File: config.mk
export PLATFORM = sky130hd
export DESIGN_NAME = uart_tx_framer_flat
export DESIGN_NICKNAME = d
export VERILOG_FILES = /design/src/rtl/uart_pkg.sv /design/src/rtl/uart_tx_framer_if.sv /design/src/rtl/uart_tx_framer.sv /design/src/flat_wrapper.sv
export SDC_FILE = /design/constraint.sdc
export NUM_CORES = 1
export LEC_CHECK = 0
export CORE_MARGIN = 3
export CORE_UTILIZATION = 58
export CTS_BUF_LIST = sky130_fd_sc_hd__clkbuf_4
export CTS_CLUSTER_SIZE = 8
export DETAILED_ROUTE_END_ITERATION = 8
export PLACE_DENSITY_LB_ADDON = 0.05
export SYNTH_ARGS = -nofsm -noshare
export SYNTH_HDL_FRONTEND = slang
export SYNTH_SLANG_ARGS = --single-unit
File: constraint.sdc
create_clock -name clk_i -period 2.6 [get_ports clk_i]
set_input_delay 0.26 -clock clk_i [delete_from_list [all_inputs] [get_ports clk_i]]
set_output_delay 0.26 -clock clk_i [all_outputs]
set_load 0.01 [all_outputs]
File: src/rtl/uart_pkg.sv
// uart_pkg -- constants shared by the UART transmit path.
//   PARITY_*  : parity-mode selectors for the framer PARITY parameter
//   ST_*      : framer state encodings (3-bit, legacy-compatible values)
package uart_pkg;

    localparam int PARITY_NONE = 0;
    localparam int PARITY_EVEN = 1;
    localparam int PARITY_ODD  = 2;

    localparam logic [2:0] ST_IDLE   = 3'd0;
    localparam logic [2:0] ST_START  = 3'd1;
    localparam logic [2:0] ST_DATA   = 3'd2;
    localparam logic [2:0] ST_PARITY = 3'd3;
    localparam logic [2:0] ST_STOP   = 3'd4;

endpackage

File: src/rtl/uart_tx_framer_if.sv
// uart_tx_framer_if -- word handshake into the UART transmit framer.
//   data_i  : word to send (WORD_BITS wide)
//   valid_i : data_i is valid
//   ready_o : framer holding register is empty; transfer on valid_i && ready_o
// Modports: master = word producer, slave = framer.
interface uart_tx_framer_if #(
    parameter int WORD_BITS = 8
) ();

    logic [WORD_BITS-1:0] data_i;
    logic                 valid_i;
    logic                 ready_o;

    modport master (output data_i, output valid_i, input ready_o);
    modport slave  (input data_i, input valid_i, output ready_o);

endinterface

File: src/rtl/uart_tx_framer.sv
// uart_tx_framer -- serialises words into UART frames:
// start bit, WORD_BITS data bits LSB first, optional parity, 1 or 2 stop bits.
// A one-entry holding register lets the next word queue behind the frame in
// flight, so back-to-back frames leave no idle gap on the line.
//   clk_i     : clock, rising edge
//   reset_i   : asynchronous, active-high reset
//   baud_i    : one-clk oversample tick, SAMPLE_TICKS ticks per bit
//   host      : word handshake (data_i / valid_i / ready_o), slave side
//   tx_o      : serial line, idles high
//   busy_o    : a frame is on the line
//   tx_done_o : one-clk pulse at the end of each frame
module uart_tx_framer
    import uart_pkg::*;
#(
    parameter int WORD_BITS    = 8,   // 5..9
    parameter int SAMPLE_TICKS = 16,  // >= 2
    parameter int PARITY       = 0,   // PARITY_NONE / PARITY_EVEN / PARITY_ODD
    parameter int STOP_BITS    = 1    // 1 or 2
) (
    input  logic                  clk_i,
    input  logic                  reset_i,
    input  logic                  baud_i,
    uart_tx_framer_if.slave       host,
    output logic                  tx_o,
    output logic                  busy_o,
    output logic                  tx_done_o
);

    localparam int TICK_W = $clog2(SAMPLE_TICKS);
    localparam int BIT_W  = $clog2(WORD_BITS);

    localparam logic [TICK_W-1:0] TICK_LAST = TICK_W'(SAMPLE_TICKS - 1);
    localparam logic [BIT_W-1:0]  DATA_LAST = BIT_W'(WORD_BITS - 1);
    localparam logic [BIT_W-1:0]  STOP_LAST = BIT_W'(STOP_BITS - 1);

    logic [2:0]           state;
    logic [WORD_BITS-1:0] shift_q;
    logic [WORD_BITS-1:0] hold_q;
    logic                 hold_full;
    logic                 ready_q;
    logic                 parity_bit;
    logic [TICK_W-1:0]    tick_cnt;
    logic [BIT_W-1:0]     bit_cnt;

    logic load;
    logic bit_end;
    logic final_stop;
    logic start_frame;

    assign load        = host.valid_i && ready_q;
    assign bit_end     = baud_i && (tick_cnt == TICK_LAST);
    assign final_stop  = bit_end && (state == ST_STOP) && (bit_cnt == STOP_LAST);
    // A queued word starts either from idle or on the last stop tick of the
    // current frame, so consecutive frames abut with no idle bit between them.
    assign start_frame = hold_full && ((state == ST_IDLE) || final_stop);

    assign host.ready_o = ready_q;

    // NOTE: all state below uses non-blocking assignments so every register
    // samples the pre-edge values; blocking here would create order-dependent races.
    always_ff @(posedge clk_i or posedge reset_i) begin
        if (reset_i) begin
            state      <= ST_IDLE;
            shift_q    <= '0;
            // NOTE: the holding word is reset with everything else; it is a
            // single register, not a RAM, so the reset costs nothing and keeps
            // post-reset behaviour fully defined.
            hold_q     <= '0;
            hold_full  <= 1'b0;
            ready_q    <= 1'b1;
            parity_bit <= 1'b0;
            tick_cnt   <= '0;
            bit_cnt    <= '0;
            tx_o       <= 1'b1;
            busy_o     <= 1'b0;
            tx_done_o  <= 1'b0;
        end else begin
            tx_done_o <= final_stop;

            if (start_frame) begin
                // Parity is taken from the word as loaded; later data_i changes
                // cannot reach the frame because only hold_q feeds it.
                state      <= ST_START;
                shift_q    <= hold_q;
                parity_bit <= (PARITY == PARITY_ODD) ? ~(^hold_q) : ^hold_q;
                tick_cnt   <= '0;
                bit_cnt    <= '0;
                tx_o       <= 1'b0;
                busy_o     <= 1'b1;
            end else if (baud_i && (state != ST_IDLE)) begin
                // Bit timing advances only on baud ticks; with baud_i low the
                // frame is frozen exactly where it is.
                if (!bit_end) begin
                    tick_cnt <= tick_cnt + TICK_W'(1);
                end else begin
                    tick_cnt <= '0;
                    case (state)
                        ST_START: begin
                            state   <= ST_DATA;
                            bit_cnt <= '0;
                            tx_o    <= shift_q[0];
                        end
                        ST_DATA: begin
                            if (bit_cnt == DATA_LAST) begin
                                bit_cnt <= '0;
                                if (PARITY != PARITY_NONE) begin
                                    state <= ST_PARITY;
                                    tx_o  <= parity_bit;
                                end else begin
                                    state <= ST_STOP;
                                    tx_o  <= 1'b1;
                                end
                            end else begin
                                bit_cnt <= bit_cnt + BIT_W'(1);
                                shift_q <= shift_q >> 1;
                                tx_o    <= shift_q[1];
                            end
                        end
                        ST_PARITY: begin
                            state   <= ST_STOP;
                            bit_cnt <= '0;
                            tx_o    <= 1'b1;
                        end
                        ST_STOP: begin
                            // The last stop bit with a queued word is handled by
                            // start_frame above; here the line goes idle.
                            if (bit_cnt == STOP_LAST) begin
                                state   <= ST_IDLE;
                                bit_cnt <= '0;
                                busy_o  <= 1'b0;
                            end else begin
                                bit_cnt <= bit_cnt + BIT_W'(1);
                            end
                        end
                        default: begin
                            state  <= ST_IDLE;
                            tx_o   <= 1'b1;
                            busy_o <= 1'b0;
                        end
                    endcase
                end
            end

            // Holding register: load and hand-off never coincide, because a
            // load needs ready (empty) and a hand-off needs a full register.
            if (start_frame) begin
                hold_full <= 1'b0;
            end
            if (load) begin
                hold_full <= 1'b1;
                hold_q    <= host.data_i;
            end
            ready_q <= !(load || (hold_full && !start_frame));
        end
    end

endmodule

File: src/flat_wrapper.sv
// flat-port wrapper written by rule: the top's interface ports become plain ports
module uart_tx_framer_flat import uart_pkg::*;
#(
    parameter int WORD_BITS    = 8,          
    parameter int SAMPLE_TICKS = 16,         
    parameter int PARITY       = 0,                                            
    parameter int STOP_BITS    = 1             
)
  (clk_i, reset_i, baud_i, tx_o, busy_o, tx_done_o, host_data_i, host_valid_i, host_ready_o);
  uart_tx_framer_if #(.WORD_BITS(WORD_BITS)) host_i ();
  input  logic clk_i;
  input  logic reset_i;
  input  logic baud_i;
  output logic tx_o;
  output logic busy_o;
  output logic tx_done_o;
  input wire logic [$bits(host_i.data_i)-1:0] host_data_i;
  input wire logic [$bits(host_i.valid_i)-1:0] host_valid_i;
  output wire logic [$bits(host_i.ready_o)-1:0] host_ready_o;
  assign host_i.data_i = host_data_i;
  assign host_i.valid_i = host_valid_i;
  assign host_ready_o = host_i.ready_o;
  uart_tx_framer #(.WORD_BITS(WORD_BITS), .SAMPLE_TICKS(SAMPLE_TICKS), .PARITY(PARITY), .STOP_BITS(STOP_BITS)) u_core (.clk_i(clk_i), .reset_i(reset_i), .baud_i(baud_i), .host(host_i), .tx_o(tx_o), .busy_o(busy_o), .tx_done_o(tx_done_o));
endmodule
Yosys cells after proc, flatten, opt, wreduce, memory -nomap -nowiden
Index checks and enable logic that the tools add are counted.
{"block": "totals", "register_bits": 31, "in_bits": 12, "out_inout_bits": 4, "wordCells": 81}
{"block": "op_classes", "addsub": 2, "eq_ne": 11, "mux": 32, "reduce_logical": 26}
{"cell": "$mux 8", "count": 5}
{"cell": "$mux 3", "count": 10}
{"cell": "$mux 4", "count": 3}
{"cell": "$pmux 3 s4", "count": 1}
{"cell": "$reduce_and 4->1", "count": 3}
{"cell": "$mux 1", "count": 10}
{"cell": "$pmux 3 s3", "count": 1}
{"cell": "$reduce_bool 2->1", "count": 4}
{"cell": "$logic_and 1x1->1", "count": 7}
{"cell": "$eq 3x2->1 const B", "count": 2}
{"cell": "$eq 3x3->1 const B", "count": 2}
{"cell": "$logic_not 3->1", "count": 2}
{"cell": "$ne 2x1->1 const B", "count": 3}
{"cell": "$reduce_and 3->1", "count": 2}
{"cell": "$add 4x1->4 const B", "count": 1}
{"cell": "$eq 4x4->1 const B", "count": 1}
{"cell": "$reduce_bool 4->1", "count": 1}
{"cell": "$add 3x1->3 const B", "count": 1}
{"cell": "$eq 3x1->1 const B", "count": 1}
{"cell": "$ne 3x1->1 const B", "count": 1}
{"cell": "$ne 3x2->1 const B", "count": 1}
{"cell": "$pmux 1 s3", "count": 1}
{"cell": "$reduce_bool 3->1", "count": 1}
{"cell": "$reduce_or 3->1", "count": 1}
{"cell": "other kinds (4)", "count": 6}

Logic depth before layout (Yosys ltp)
{"block": "depth", "depth_word": 10, "mapped_depth": 7, "ltp_nobuf": 6}

Worst setup path after synthesis
No wires, ideal clock.
{"block": "synth_timing", "path_kind": "register to register", "from": "register u_core.bit_cnt[0]", "to": "register u_core.shift_q[0]", "t_arrival_ns": 2.020, "t_required_ns": 2.474, "slack_ns": 0.454, "stages_incl_launch_ff": 8, "path_buffers": 1, "path_cell_list": "dfrtp_1 > ha_1 > ha_1 > nand2b_1 > or4_4 > buf_6 > mux2_4 > mux2_4"}
{"block": "synth_via", "elab_chain_cells": 6, "elab_cells_between_ends": 11, "classes_between": "eq/ne (2); mux (1); reduce/logical (8)"}
{"item": "start: declaration", "line": "uart_tx_framer.sv:43", "text": "logic [BIT_W-1:0] bit_cnt;"}
{"item": "start signal: assignment", "line": "uart_tx_framer.sv:114", "text": "bit_cnt <= bit_cnt + BIT_W'(1);"}
{"item": "start signal: assignment", "line": "uart_tx_framer.sv:132", "text": "bit_cnt <= bit_cnt + BIT_W'(1);"}
{"item": "$logic_not 3->1", "line": "uart_tx_framer.sv:52", "text": "assign final_stop = bit_end && (state == ST_STOP) && (bit_cnt == STOP_LAST);"}
{"item": "$logic_and 1x1->1", "line": "uart_tx_framer.sv:52"}
{"item": "$logic_or 1x1->1", "line": "uart_tx_framer.sv:55", "text": "assign start_frame = hold_full && ((state == ST_IDLE) || final_stop);"}
{"item": "$logic_and 1x1->1", "line": "uart_tx_framer.sv:55"}
{"item": "$ne 2x1->1 (no line) / $reduce_bool 2->1 (equally long branches)"}
{"item": "$reduce_and 4->1 (no line)"}
{"item": "end signal: assignment", "line": "uart_tx_framer.sv:84", "text": "shift_q <= hold_q;"}
{"item": "end signal: assignment", "line": "uart_tx_framer.sv:115", "text": "shift_q <= shift_q >> 1;"}
{"item": "end: declaration", "line": "uart_tx_framer.sv:37", "text": "logic [WORD_BITS-1:0] shift_q;"}
Parallel ways exist; a longest one is shown, timed or not.
A chain may end at the register's enable or synchronous reset.

Worst setup path after layout
{"block": "layout_timing", "from": "register u_core.bit_cnt[0]", "to": "register u_core.shift_q[5]"}
Same word-level chain as after synthesis.

==> out/metrics.yaml <==
critical_path:
  cp_num_buf_inv: 0
  worstRegToRegCells: 6
  crit_path_end_kind: "flop"
  critPathLaunchType: "flop"
  critPathTopFamily: "simple AND/OR/NAND/NOR gates"
  worstReg2RegEnd: "u_core.shift_q[5]$_DFFE_PP0P_"
  cp.required_ps: 2820
  crit_fanout: 8
  path_class: "flop to flop"
  cpPeakStageDelay_ps: 540
  worstPathArrival_ps: 2470
  worstPathCellList: "ha_1 > ha_1 > nand2b_1 > or4_4 > mux2_4 > mux2_4"
  r2r_slack_ps: 350
  rr_startpoint: "u_core.bit_cnt[0]$_DFFE_PP0P_"
  critPathSlowestCell: "or4_4"
yosys:
  syn-num-nets: 148
  synth.distinct_cells: 37
  ys_dominant_reg_cell: "dfrtp_1"
  synthArstFlopShare: 1.00
  synth-edff-count: 0
  synth_area_um2: 1590
  ys_seq_area_frac: 0.490
  yosys_register_bits: 31
  synthCells: 132
  ys_warn_count: 0
  synth.avg_cell_area_um2: 12.0
clock_network:
  cts.sinks: 31
  h-tree-depth: 2
  postCtsSetupBuffers: 0
  cts_root_buf: "clkbuf_4"
  cts_buffers: 5
  ctsResizeCount: 0
  clk_pin_slew_ps: 100
  cts_tree: "built"
  clkLatencyLatePin_ps: 330
  holdBufCountCts: 0
  clockBufferDepth: 2
timing:
  finalHoldViolCount: 0
  slew_viol_final: 0
  setup_slack_ps: 351
  finalCritPeriodShare: 0.865
  setup_viol: 0
  slew_headroom: 0.548
  worst-slew-pin-transition_ps: 673
  setup_tns_ps: 0
  max_freq_mhz: 445
  rsz0062_at_grt: "no"
  min_period_ps: 2250
  clock-skew-final_ps: 11.8
cells_and_area:
  nNetsFinal: 168
  regArea_um2: 778
  multi_input_area_um2: 764
  antenna_cells: 0
  synthToLayoutAreaGrowth_pct: 16.1
  fillCellCount: 189
  drive_gt1_frac: 0.268
pwr:
  power.leakage_nw: 0.884
  pwr_density_cell_nw_per_um2: 1050
  peakVddDrop_mv: 0.776
  fin_total_pwr_mw: 1.93
floorplan:
  num_rows: 18
  die_h_um: 58.3
  die_w_um: 58.3
  num_io_pins: 16
  core_area_um2: 2540
  start_util: 0.624
  dieArea_um2: 3400
placed_design:
  portBuffers: 15
  dp_hpwl_um: 2000
  place_ws_ps: 275
  place_congestion: 0.872
global_routing:
  grt_pass1_wl_um: 4900
  grt_max_degree: 32
  grt-ovfl-total: 0
  grt_usage: 0.195
  antenna_found_initial: 0
  grt_pass1_vias: 1092
min_path:
  hp-class: "primary input to async pin"
routing:
  wirelength_met1_um: 1290
  vias_per_cell: 5.70
  wl_per_cell_um: 15.2
  vias: 1044
  dr_wl_met3_um: 118
  routed_wl_um: 2790
  drt_iter0_markers: 11
  drc: 0
  highest_layer: "met4"
  ant_nets: 0
  first_pass_iters: 4
  met2_length_um: 1340
outcome:
  status: "finished, final reports clean"
flow_run:
  maxCapViolCount: 0
## cell type report
cell class	instances	share of cell area
clock buffer	5	0.0204
clock inverter	3	0.0210
tap	30	0.0204
sequential	31	0.422
inverter	6	0.0122
timing repair buffer	17	0.0896
multi-input combinational	91	0.415
## metrics by stage
| stage | utilization | cells | hold slack, ps | area (µm²) |
|---|---|---|---|---|
| 5_1_grt | 0.725 | 183 | 321 | 1840 |
| 2_1_floorplan | - | 132 | 362 | 1590 |
| 3_5_place_dp | 0.695 | 175 | 493 | 1770 |
| 4_1_cts | 0.725 | 183 | 295 | 1840 |
| 3_3_place_gp | 0.695 | 175 | 488 | 1770 |
| 6_report | 0.725 | 183 | 287 | 1840 |
## power breakdown
part	leakage [nW]	internal (mW)	switching, mW
Clock	0.0426	0.198	0.163
Combinational	0.464	0.407	0.266
Sequential	0.378	0.696	0.204
Total	0.884	1.30	0.634
## cells in the mapped netlist, types with 2 or more instances
cell type,number,share of area
a21oi_1,4,0.013
and3_1,3,0.012
clkbuf_1,2,0.0047
dfrtp_1,29,0.46
dfstp_2,2,0.033
ha_1,4,0.031
inv_1,6,0.014
mux2_2,10,0.071
mux2_4,14,0.13
mux2i_1,2,0.013
nand2_1,7,0.017
nand2b_1,5,0.020
nand3_1,2,0.0063
nor2_1,10,0.024
nor3_1,3,0.0094
o21ai_0,7,0.022
o31ai_1,2,0.0094
## worst register-to-register path, cell delays in order, from the launching register on
cell and delay (ps):
dfrtp_1 410, ha_1 210, ha_1 210, nand2b_1 190, or4_4 540, mux2_4 330
mux2_4 260
## logic make-up after synthesis
group,after synthesis,share of synthesized area
AND/OR/NAND/NOR,38,0.136
flip-flops,31,0.490
multiplexers,26,0.216
AO/OA/AOI/OAI,22,0.0921
buffers and inverters,10,0.0291
adder cells (fa/ha/maj),4,0.0315
XOR/XNOR,1,0.00551
## layer usage
layer / track usage / vias to the layer above
met5: 0 / -
met4: 0.0828 / 0
met3: 0.0636 / 6
met2: 0.298 / 21
met1: 0.254 / 502
li1: - / 515
## worst max path at each step
stage,from,end,slack [ps],cells after the start
2_1_floorplan,u_core.bit_cnt[0]$_DFFE_PP0P_,u_core.shift_q[0]$_DFFE_PP0P_,450,7
3_3_place_gp,baud_i,u_core.shift_q[0]$_DFFE_PP0P_,310,5
3_5_place_dp,baud_i,u_core.shift_q[4]$_DFFE_PP0P_,270,5
4_1_cts,u_core.bit_cnt[0]$_DFFE_PP0P_,u_core.shift_q[5]$_DFFE_PP0P_,350,6
5_1_grt,u_core.bit_cnt[0]$_DFFE_PP0P_,u_core.shift_q[0]$_DFFE_PP0P_,260,6
6_report,u_core.bit_cnt[0]$_DFFE_PP0P_,u_core.shift_q[5]$_DFFE_PP0P_,350,6
## sequential cells by signal, summed over array words and instances (netlist names)
register and flops:
u_core.tx_done_o 1, u_core.shift_q 8, u_core.host.ready_o 1, u_core.tx_o 1, u_core.hold_full 1, u_core.bit_cnt 3
u_core.hold_q 8, u_core.state 3, u_core.busy_o 1, u_core.tick_cnt 4
## cell usage in the layout (no fill, tap or decap), types with 5 or more instances in the layout
master / count
mux2_4: 14
nor2_1: 10
clkdlybuf4s50_1: 15
clkbuf_4: 5
dfrtp_1: 29
nand2_1: 7
o21ai_0: 7
nand2b_1: 5
inv_1: 6
mux2_2: 10
Note: power is estimated with default switching activity, not from simulation.
